==> config.mk <==
export PLATFORM = sky130hd
export DESIGN_NAME = alu_stim_seq_flat
export DESIGN_NICKNAME = d
export VERILOG_FILES = /design/src/rtl/alu_stim_seq_if.sv /design/src/rtl/alu_stim_seq.sv /design/src/flat_wrapper.sv
export SDC_FILE = /design/constraint.sdc
export NUM_CORES = 1
export LEC_CHECK = 0
export ABC_AREA = 1
export BUFFER_PORTS_ARGS = -buffer_cell sky130_fd_sc_hd__buf_2
export CORE_UTILIZATION = 61
export CTS_CLUSTER_DIAMETER = 50
export DETAILED_ROUTE_END_ITERATION = 16
export GPL_TIMING_DRIVEN = 0
export PLACE_DENSITY = 0.81
export SLEW_MARGIN = 20
export SYNTH_ARGS = -nofsm -noshare
export SYNTH_HDL_FRONTEND = slang
export SYNTH_SLANG_ARGS = --single-unit
==> constraint.sdc <==
create_clock -name clk -period 3.7 [get_ports clk]
set_input_delay 0.37 -clock clk [delete_from_list [all_inputs] [get_ports clk]]
set_output_delay 0.37 -clock clk [all_outputs]
set_load 0.05 [all_outputs]
==> src/rtl/alu_stim_seq_if.sv <==
// Handshake bus between the vector sequencer and the ALU input stage.
interface alu_stim_seq_if #(
  parameter int WIDTH = 7,
  parameter int OPW   = 2
);
  logic             start;
  logic [1:0]       mode;
  logic [OPW-1:0]   op_sel;
  logic             ready;
  logic [WIDTH-1:0] A;
  logic [WIDTH-1:0] B;
  logic [OPW-1:0]   OP;
  logic             valid;
  logic             busy;
  logic             done;

  modport master (
    input  start, mode, op_sel, ready,
    output A, B, OP, valid, busy, done
  );

  modport slave (
    output start, mode, op_sel, ready,
    input  A, B, OP, valid, busy, done
  );
endinterface

==> src/rtl/alu_stim_seq.sv <==
// Operand/opcode vector sequencer: sweep, Galois-LFSR and fixed-op modes,
// valid/ready output handshake, VEC_COUNT vectors per run.
module alu_stim_seq #(
  parameter int               WIDTH     = 7,
  parameter int               OPW       = 2,
  parameter int               VEC_COUNT = 16,
  parameter logic [WIDTH-1:0] SEED      = 7'h01,
  parameter logic [WIDTH-1:0] TAPS      = 7'h60
) (
  input  logic                               clk,
  input  logic                               rst,
  alu_stim_seq_if.master                     bus,
  output logic [$clog2(VEC_COUNT+1)-1:0]     vec_cnt
);
  localparam int            CW   = $clog2(VEC_COUNT+1);
  localparam logic [CW-1:0] LAST = CW'(VEC_COUNT-1);

  typedef enum logic [1:0] {IDLE, RUN, DONE} state_t;

  localparam logic [1:0] M_SWEEP = 2'b00;
  localparam logic [1:0] M_LFSR  = 2'b01;
  localparam logic [1:0] M_FIXED = 2'b10;

  state_t           state_q, state_d;
  logic             ld_first, ld_next, xfer;
  logic [1:0]       mode_in, mode_q;
  logic [OPW-1:0]   opc_q, op_q;
  logic [WIDTH-1:0] lfsr_q, lfsr_nx, a_q, b_q;
  logic [CW-1:0]    cnt_q;
  logic [WIDTH-1:0] fa, fb, na, nb;
  logic [OPW-1:0]   fop, nop;

  function automatic logic [WIDTH-1:0] rol1(input logic [WIDTH-1:0] v);
    return {v[WIDTH-2:0], v[WIDTH-1]};
  endfunction

  // mode 11 is an alias of sweep; fold it once so downstream only sees three modes
  assign mode_in = (bus.mode == 2'b11) ? M_SWEEP : bus.mode;
  // valid is exactly "in RUN", so a transfer needs only ready
  assign xfer    = (state_q == RUN) && bus.ready;
  assign lfsr_nx = {1'b0, lfsr_q[WIDTH-1:1]} ^ (lfsr_q[0] ? TAPS : '0);

  // first vector of a run, from the mode/op being captured this edge
  always_comb begin
    fa  = '0;
    fb  = '1;
    fop = '0;
    case (mode_in)
      M_LFSR: begin
        fa  = SEED;
        fb  = rol1(SEED);
        fop = SEED[OPW-1:0];
      end
      M_FIXED: fop = bus.op_sel;
      default: ;
    endcase
  end

  // successor of the vector currently on the outputs
  always_comb begin
    na  = a_q;
    nb  = ~a_q;
    nop = op_q;
    case (mode_q)
      M_LFSR: begin
        na  = lfsr_nx;
        nb  = rol1(lfsr_nx);
        nop = lfsr_nx[OPW-1:0];
      end
      M_FIXED: begin
        na  = a_q + 1'b1;
        nb  = ~(a_q + 1'b1);
        nop = opc_q;
      end
      default: begin
        nop = op_q + 1'b1;
        if (op_q == '1) begin
          na = a_q + 1'b1;
          nb = ~(a_q + 1'b1);
        end
      end
    endcase
  end

  // state register
  always_ff @(posedge clk or posedge rst) begin
    if (rst) state_q <= IDLE;
    else     state_q <= state_d;
  end

  // next state and load strobes; start is only looked at outside RUN
  always_comb begin
    state_d  = state_q;
    ld_first = 1'b0;
    ld_next  = 1'b0;
    case (state_q)
      IDLE, DONE: begin
        if (bus.start) begin
          state_d  = RUN;
          ld_first = 1'b1;
        end
      end
      RUN: begin
        if (bus.ready) begin
          if (cnt_q == LAST) state_d = DONE;
          else               ld_next = 1'b1;
        end
      end
      default: state_d = IDLE;
    endcase
  end

  // vector, LFSR, captured config and transfer counter
  always_ff @(posedge clk or posedge rst) begin
    if (rst) begin
      a_q    <= '0;
      b_q    <= '0;
      op_q   <= '0;
      lfsr_q <= SEED;
      mode_q <= M_SWEEP;
      opc_q  <= '0;
      cnt_q  <= '0;
    end else if (ld_first) begin
      a_q    <= fa;
      b_q    <= fb;
      op_q   <= fop;
      lfsr_q <= SEED;
      mode_q <= mode_in;
      opc_q  <= bus.op_sel;
      cnt_q  <= '0;
    end else if (xfer) begin
      cnt_q <= cnt_q + 1'b1;
      if (ld_next) begin
        a_q    <= na;
        b_q    <= nb;
        op_q   <= nop;
        lfsr_q <= lfsr_nx;
      end
    end
  end

  assign bus.A     = a_q;
  assign bus.B     = b_q;
  assign bus.OP    = op_q;
  assign bus.valid = (state_q == RUN);
  assign bus.busy  = (state_q == RUN);
  assign bus.done  = (state_q == DONE);
  assign vec_cnt   = cnt_q;
endmodule
==> src/flat_wrapper.sv <==
// flat-port wrapper written by rule: the top's interface ports become plain ports
module alu_stim_seq_flat 
#(
  parameter int               WIDTH     = 7,
  parameter int               OPW       = 2,
  parameter int               VEC_COUNT = 16,
  parameter logic [WIDTH-1:0] SEED      = 7'h01,
  parameter logic [WIDTH-1:0] TAPS      = 7'h60
)
  (clk, rst, vec_cnt, bus_start, bus_mode, bus_op_sel, bus_ready, bus_A, bus_B, bus_OP, bus_valid, bus_busy, bus_done);
  alu_stim_seq_if #(.WIDTH(WIDTH), .OPW(OPW)) bus_i ();
  input  logic clk;
  input  logic rst;
  output logic [$clog2(VEC_COUNT+1)-1:0] vec_cnt;
  input wire logic [$bits(bus_i.start)-1:0] bus_start;
  input wire logic [$bits(bus_i.mode)-1:0] bus_mode;
  input wire logic [$bits(bus_i.op_sel)-1:0] bus_op_sel;
  input wire logic [$bits(bus_i.ready)-1:0] bus_ready;
  output wire logic [$bits(bus_i.A)-1:0] bus_A;
  output wire logic [$bits(bus_i.B)-1:0] bus_B;
  output wire logic [$bits(bus_i.OP)-1:0] bus_OP;
  output wire logic [$bits(bus_i.valid)-1:0] bus_valid;
  output wire logic [$bits(bus_i.busy)-1:0] bus_busy;
  output wire logic [$bits(bus_i.done)-1:0] bus_done;
  assign bus_i.start = bus_start;
  assign bus_i.mode = bus_mode;
  assign bus_i.op_sel = bus_op_sel;
  assign bus_i.ready = bus_ready;
  assign bus_A = bus_i.A;
  assign bus_B = bus_i.B;
  assign bus_OP = bus_i.OP;
  assign bus_valid = bus_i.valid;
  assign bus_busy = bus_i.busy;
  assign bus_done = bus_i.done;
  alu_stim_seq #(.WIDTH(WIDTH), .OPW(OPW), .VEC_COUNT(VEC_COUNT), .SEED(SEED), .TAPS(TAPS)) u_core (.clk(clk), .rst(rst), .bus(bus_i), .vec_cnt(vec_cnt));
endmodule
==> qor.yml, run 1 <==
synth:
  yosysSeqAreaShare_pct: 41.5
  ys_seq_elements: 34
  synth_cells: 246
  synth_common_cells: "nand2_1, inv_1, dfrtp_1"
  synth_area_per_cell_sq_um: 8.34
  yosys_most_used_dff: "dfrtp_1"
  synth_most_common_cell: "nand2_1"
  yosys.area.top_type_share_pct: 40.2
  synth-edff-count: 0
  synth_top_cell_by_area: "dfrtp_1"
  yosysUniqueCellTypes: 33
  ys_top_cells_by_area: "dfrtp_1, nand2_1, inv_1, ha_1, o22ai_1"
  syn_nets: 264
  synth_warnings: 0
  synth_area_sq_um: 2050
  synthArstFlopShare_pct: 100
pwr:
  power.total_uw: 2380
  leakage_uw: 0.00115
  pwr_density_cell_nw_per_um2: 1010
  peakVddDrop_mv: 0.543
place:
  place_ws_ps: 1940
  globalplace.congestion: 0.911
  placed_cell_area_sq_um: 2260
  dp_hpwl_um: 3270
  io_buffers: 31
timing:
  max_freq_mhz: 561
  rsz0062_at_grt: "no"
  period_share_pct: 48.2
  skew_ps: 4.89
  setup_viol: 0
  post-route-min-period_ps: 1780
  drv_slew: 0
  hold_violations: 0
  fin_ws_ps: 1920
  relSlewSlack_pct: 53.2
  setup_tns_ps: 0
  worst-slew-pin-transition_ps: 701
clocking:
  cts_tree: "built"
  cts_sinks: 34
  clock_latency_ps: 350
  cts_setup_buffers: 0
  cts_buffer_depth: 2
  cts_root_buf: "clkbuf_4"
  clk_pin_slew_ps: 110
  ctsResizeCount: 0
  cts_buffers: 5
  hold_buffers: 0
  htree_levels: 2
critical_path:
  slowest_delay_ps: 440
  worst-path-buf-inv: 2
  cp_max_fo: 7
  cp_data_arrival_time_ps: 2020
  path_common_cell: "ha_1"
  worstRegToRegCells: 10
  criticalPathCategory: "reg2reg"
  reg2reg_from: "u_core.vec_cnt[0]"
  rrSetupSlack_ps: 1920
  startpoint_type: "register"
  cp-end-kind: "register"
  path_cells: "ha_1, nand2_1, nor2_1, ha_1, inv_1, nor2_4, inv_2, nand2_8, a21oi_4, o22ai_1"
  critPathTopFamily: "flip-flops"
  r2r-end: "u_core.bus.A[4]"
  critPathSlowestCell: "dfrtp_1"
  cp.required_ps: 3940
grt:
  grt_pass1_vias: 1732
  grt.overflow.total: 0
  grt_start_max_net_pins: 35
  antenna_found_initial: 0
  grt_util_all_layers_pct: 28.2
  grt_pass1_wl_um: 7310
run_status:
  status: "complete, no violations"
floorplan:
  die_w_um: 60
  start_util_pct: 65.6
  ios: 32
  rows: 20
  die_h_um: 60
  dieArea_sq_um: 3600
  fp.coreArea_sq_um: 3130
route:
  first_iter_violations: 136
  first_pass_iters: 4
  remaining_drc_errors: 0
  via_count: 1762
  drtAntennaViolNets: 0
  totalWireLength_um: 4360
  wl_per_cell_um: 13.3
  via_per_inst: 5.36
cells_and_area:
  multiInputGateArea_sq_um: 997
  diodes: 0
  final_layout_size_suffix_gt1_share_pct: 23.9
  area_growth_pct: 14.3
  regArea_sq_um: 852
  final_nets: 302
  fill_cells: 243
  final_cell_area_sq_um: 2340
min_path:
  hp-class: "in2async"
job:
  maxCapViolCount: 0
[worst max-delay path by stage]
stage | from | end | slack [ps] | cells after the start
final | u_core.vec_cnt[0] | u_core.bus.A[4] | 1920 | 10
after global routing | u_core.vec_cnt[0] | u_core.bus.OP[1] | 1780 | 11
after CTS | u_core.vec_cnt[0] | u_core.bus.B[6] | 1920 | 12
after detailed placement | u_core.vec_cnt[0] | u_core.bus.B[6] | 1940 | 12
after global placement | u_core.vec_cnt[0] | u_core.bus.A[0] | 1940 | 10
after floorplan | u_core.vec_cnt[0] | u_core.bus.OP[0] | 1700 | 12
[report_power, final]
part           internal, uW  switching (uW)  leakage (uW)  total [uW]
clock                   142             142     0.0000374         284
sequential              539             135      0.000418         674
combinational           426             995      0.000695        1420
[sequential cells by signal, indices dropped and copies added, names as in the netlist]
| register | cells |
|---|---|
| u_core.opc_q | 2 |
| u_core.vec_cnt | 5 |
| u_core.bus.OP | 2 |
| u_core.lfsr_q | 7 |
| u_core.state_q | 2 |
| u_core.bus.B | 7 |
| u_core.bus.A | 7 |
| u_core.mode_q | 2 |
[worst register-to-register path, cell delays in order, from the launching register on]
cell     delay (ps)
dfrtp_1         440
ha_1            220
nand2_1          80
nor2_1           40
ha_1            170
inv_1           110
nor2_4           70
inv_2            90
nand2_8          90
a21oi_4         230
o22ai_1         130
[metrics by stage]
| step | hold WS [ps] | util (%) | instances |
|---|---|---|---|
| 6_report | 107 | 75.0 | 329 |
| 3_5_place_dp | 486 | 72.3 | 321 |
| 2_1_floorplan | 442 | - | 246 |
| 4_1_cts | 132 | 75.0 | 329 |
| 5_1_grt | 163 | 75.0 | 329 |
| 3_3_place_gp | 468 | 72.3 | 321 |
[area by class of cell]
cell class                 count  area share [%]
buffer                         5            1.76
timing repair buffer          31            6.62
clock buffer                   5            1.60
sequential                    34            36.3
tap                           44            2.35
clock inverter                 3            1.92
multi-input combinational    166            42.5
inverter                      41            6.88
[logic make-up (layout without fill, tap and decap cells)]
family                   after synthesis  in the layout  synth area share [%]
AO/OA/AOI/OAI                         60             60                  18.6
buffers and inverters                 46             85                  9.88
AND/OR/NAND/NOR                       92             92                  22.2
adder cells (fa/ha/maj)               10             10                  6.10
XOR/XNOR                               4              4                  1.71
flip-flops                            34             34                  41.5
[placed cells by master, fill, tap and decap left out, types with 2 or more instances in the layout]
master,netlist,layout
nor2_4,6,6
inv_1,36,35
nor2_1,12,12
xor2_1,4,4
nand3_1,10,10
buf_2,2,33
clkbuf_4,0,5
a21oi_2,4,4
inv_2,4,5
a21boi_0,2,2
a22oi_1,3,3
o21ai_0,15,15
o211ai_1,3,3
clkinvlp_4,0,2
ha_1,10,10
nor2_2,4,4
dfrtp_1,33,33
nand2_1,56,56
nand2_8,2,2
o21a_1,3,3
a21oi_1,10,10
o22ai_1,13,13
o21ai_1,2,2
[metal layers]
layer,vias up,GRT usage (%),wire length [um]
li1,886,-,-
met2,55,46.7,2080
met1,813,34.9,1990
met4,0,10.6,62
met5,-,0,0
met3,8,7.79,225
(Power assumes the default switching activity.)
==> run 2: changes to the inputs <==
--- a/config.mk
+++ b/config.mk
@@ -7,11 +7,11 @@
 export LEC_CHECK = 0
 export ABC_AREA = 1
 export BUFFER_PORTS_ARGS = -buffer_cell sky130_fd_sc_hd__buf_2
-export CORE_UTILIZATION = 61
+export CORE_UTILIZATION = 56
 export CTS_CLUSTER_DIAMETER = 50
 export DETAILED_ROUTE_END_ITERATION = 16
 export GPL_TIMING_DRIVEN = 0
-export PLACE_DENSITY = 0.81
+export PLACE_DENSITY = 0.75
 export SLEW_MARGIN = 20
 export SYNTH_ARGS = -nofsm -noshare
 export SYNTH_HDL_FRONTEND = slang
==> constraint.sdc (replaced) <==
create_clock -name clk -period 1.9 [get_ports clk]
set_input_delay 0.19 -clock clk [delete_from_list [all_inputs] [get_ports clk]]
set_output_delay 0.19 -clock clk [all_outputs]
set_load 0.05 [all_outputs]
==> qor.yml, run 2 (synthesis gave the netlist of run 1 again) <==
timing:
  period_share_pct: 93.7  # was 48.2%
  drv_slew: 0  # unchanged
  skew_ps: 9.58  # was 4.89 ps
  worst-slew-pin-transition_ps: 700  # was 701 ps
  post-route-min-period_ps: 1780  # about the same
  hold_violations: 0  # unchanged
  rsz0062_at_grt: "yes"  # was no
  max_freq_mhz: 562  # was 561 MHz
  setup_viol: 0  # unchanged
  fin_hold_ws_ps: 54.6  # was 107 ps
  relSlewSlack_pct: 53.3  # was 53.2%
critical_path:
  crit_end: "u_core.bus.A[2]"  # was u_core.bus.A[4]
  path_cells: "ha_1, nand2_1, nor2_1, ha_1, inv_2, nor2_4, inv_2, nand2_8, a21oi_4, o22ai_1"  # was ha_1, nand2_1, nor2_1, ha_1, inv_1, nor2_4, inv_2, nand2_8, a21oi_4, o22ai_1
  rrSetupSlack_ps: 120  # was 1920 ps
  critPathSlowestCell: "dfrtp_2"  # was dfrtp_1
  crit_start: "u_core.vec_cnt[0]"  # unchanged
  cp_max_fo: 7  # unchanged
  cp-end-kind: "register"  # unchanged
  slowest_delay_ps: 440  # about the same
  reg2reg_from: "u_core.vec_cnt[0]"  # unchanged
  cp_data_arrival_time_ps: 2000  # was 2020 ps
  criticalPathCategory: "reg2reg"  # unchanged
  critPathTopFamily: "flip-flops"  # unchanged
  startpoint_type: "register"  # unchanged
  worst-path-stages: 10  # unchanged
  worstRegToRegCells: 10  # unchanged
  worst-path-buf-inv: 2  # unchanged
  cp.required_ps: 2120  # was 3940 ps
  r2r-end: "u_core.bus.A[2]"  # was u_core.bus.A[4]
cells_and_area:
  utilization_pct: 69.6  # was 75.0%
  area_growth_pct: 15.9  # was 14.3%
  layout_common_cells: "nand2_1, inv_1, buf_2"  # was nand2_1, inv_1, buf_2, dfrtp_1, o21ai_0
  final_nets: 304  # was 302
  layout_commonest_cell: "nand2_1"  # unchanged
  multiInputGateArea_sq_um: 1000  # was 997 sq um
  fill_cells: 290  # was 243
  final_layout_size_suffix_gt1_share_pct: 25.1  # was 23.9%
  instances_no_fill: 333  # was 329
  regArea_sq_um: 855  # was 852 sq um
  diodes: 0  # unchanged
floorplan:
  dieArea_sq_um: 3910  # was 3600 sq um
  die_h_um: 62.5  # was 60 um
  start_util_pct: 60.1  # was 65.6%
  ios: 32  # unchanged
  rows: 21  # was 20
  die_w_um: 62.5  # was 60 um
  fp.coreArea_sq_um: 3420  # was 3130 sq um
grt:
  grt_util_all_layers_pct: 25.9  # was 28.2%
  grt_start_max_net_pins: 35  # unchanged
  grt.overflow.total: 0  # unchanged
  antenna_found_initial: 0  # unchanged
  grt_pass1_wl_um: 7880  # was 7310 um
  grt_pass1_vias: 1724  # was 1732
min_path:
  hp-class: "in2reg"  # was in2async
pwr:
  peakVddDrop_mv: 0.977  # was 0.543 mV
  leakage_uw: 0.00117  # was 0.00115 uW
  power.total_uw: 4700  # was 2380 uW
  pwr_density_cell_nw_per_um2: 1980  # was 1010 nW/um^2
place:
  io_buffers: 31  # unchanged
  globalplace.congestion: 0.880  # was 0.911
  place_inst: 323  # was 321
  dp_hpwl_um: 3250  # was 3270 um
clocking:
  cts_buffers: 5  # unchanged
  clock_latency_ps: 350  # about the same
  cts_root_buf: "clkbuf_4"  # unchanged
  cts_sinks: 34  # unchanged
  cts_buffer_depth: 2  # unchanged
  htree_levels: 2  # unchanged
  cts_tree: "built"  # unchanged
  clk_pin_slew_ps: 110  # about the same
route:
  first_pass_iters: 4  # unchanged
  wl_per_cell_um: 13.3  # about the same
  via_count: 1804  # was 1762
  remaining_drc_errors: 0  # unchanged
  first_iter_violations: 91  # was 136
  totalWireLength_um: 4420  # was 4360 um
  via_per_inst: 5.42  # was 5.36
  drtAntennaViolNets: 0  # unchanged
run_status:
  status: "complete, no violations"  # unchanged
job:
  maxCapViolCount: 0  # unchanged
## run 2: how the worst min path moves through the flow
stage / startpoint / endpoint / slack (ps) / cells after the start
6_report: bus_op_sel[1] / u_core.opc_q[1] / 50 / 3
5_1_grt: bus_op_sel[1] / u_core.opc_q[1] / 60 / 3
4_1_cts: bus_op_sel[1] / u_core.opc_q[1] / 40 / 3
3_5_place_dp: rst / u_core.bus.B[0] / 350 / 2
3_3_place_gp: bus_op_sel[1] / u_core.opc_q[1] / 410 / 3
2_1_floorplan: bus_op_sel[1] / u_core.opc_q[1] / 310 / 2
## run 2: layout make-up
cell class | count | share of cell area, %
Multi-Input combinational cell | 166 | 42.3
Sequential cell | 34 | 35.9
Timing Repair Buffer | 33 | 7.26
Inverter | 41 | 6.79
Tap cell | 46 | 2.42
Clock buffer | 7 | 2.32
Buffer | 5 | 1.74
Clock inverter | 1 | 1.26
## run 2: power by group
part,internal (uW),switching (uW),leakage (uW)
Combinational,852,1960,0.000708
Sequential,1050,257,0.000415
Clock,314,264,0.0000455
## run 2: what timing repair did
item,CTS,global route
hold buffers,1,0
hold endpoints to repair,33,0
resized for setup,0,2
setup endpoints to repair,0,12
setup buffers,0,1
## run 2: layer usage
layer	routed length, um	global-route usage [%]	vias to the layer above
met4	76	9.30	0
met5	0	0	-
met2	2070	41.3	53
met3	226	6.02	8
met1	2050	34.4	854
li1	-	-	889
## run 2: per-stage QoR
| step | setup TNS, ps | cell area (sq um) | setup WS (ps) |
|---|---|---|---|
| 2_1_floorplan | 0 | 2050 | 62.1 |
| 3_3_place_gp | 0 | 2270 | 124 |
| 3_5_place_dp | 0 | 2270 | 94.4 |
| 4_1_cts | 0 | 2360 | 75.5 |
| 5_1_grt | -5.52 | 2380 | -3.57 |
| 6_report | 0 | 2380 | 120 |
## run 2: tightest hold or removal path: cells and delay by family
| family | cells | cell delay [ps] |
|---|---|---|
| buffers and inverters | 1 | 80 |
| and+or+nand+nor | 2 | 90 |
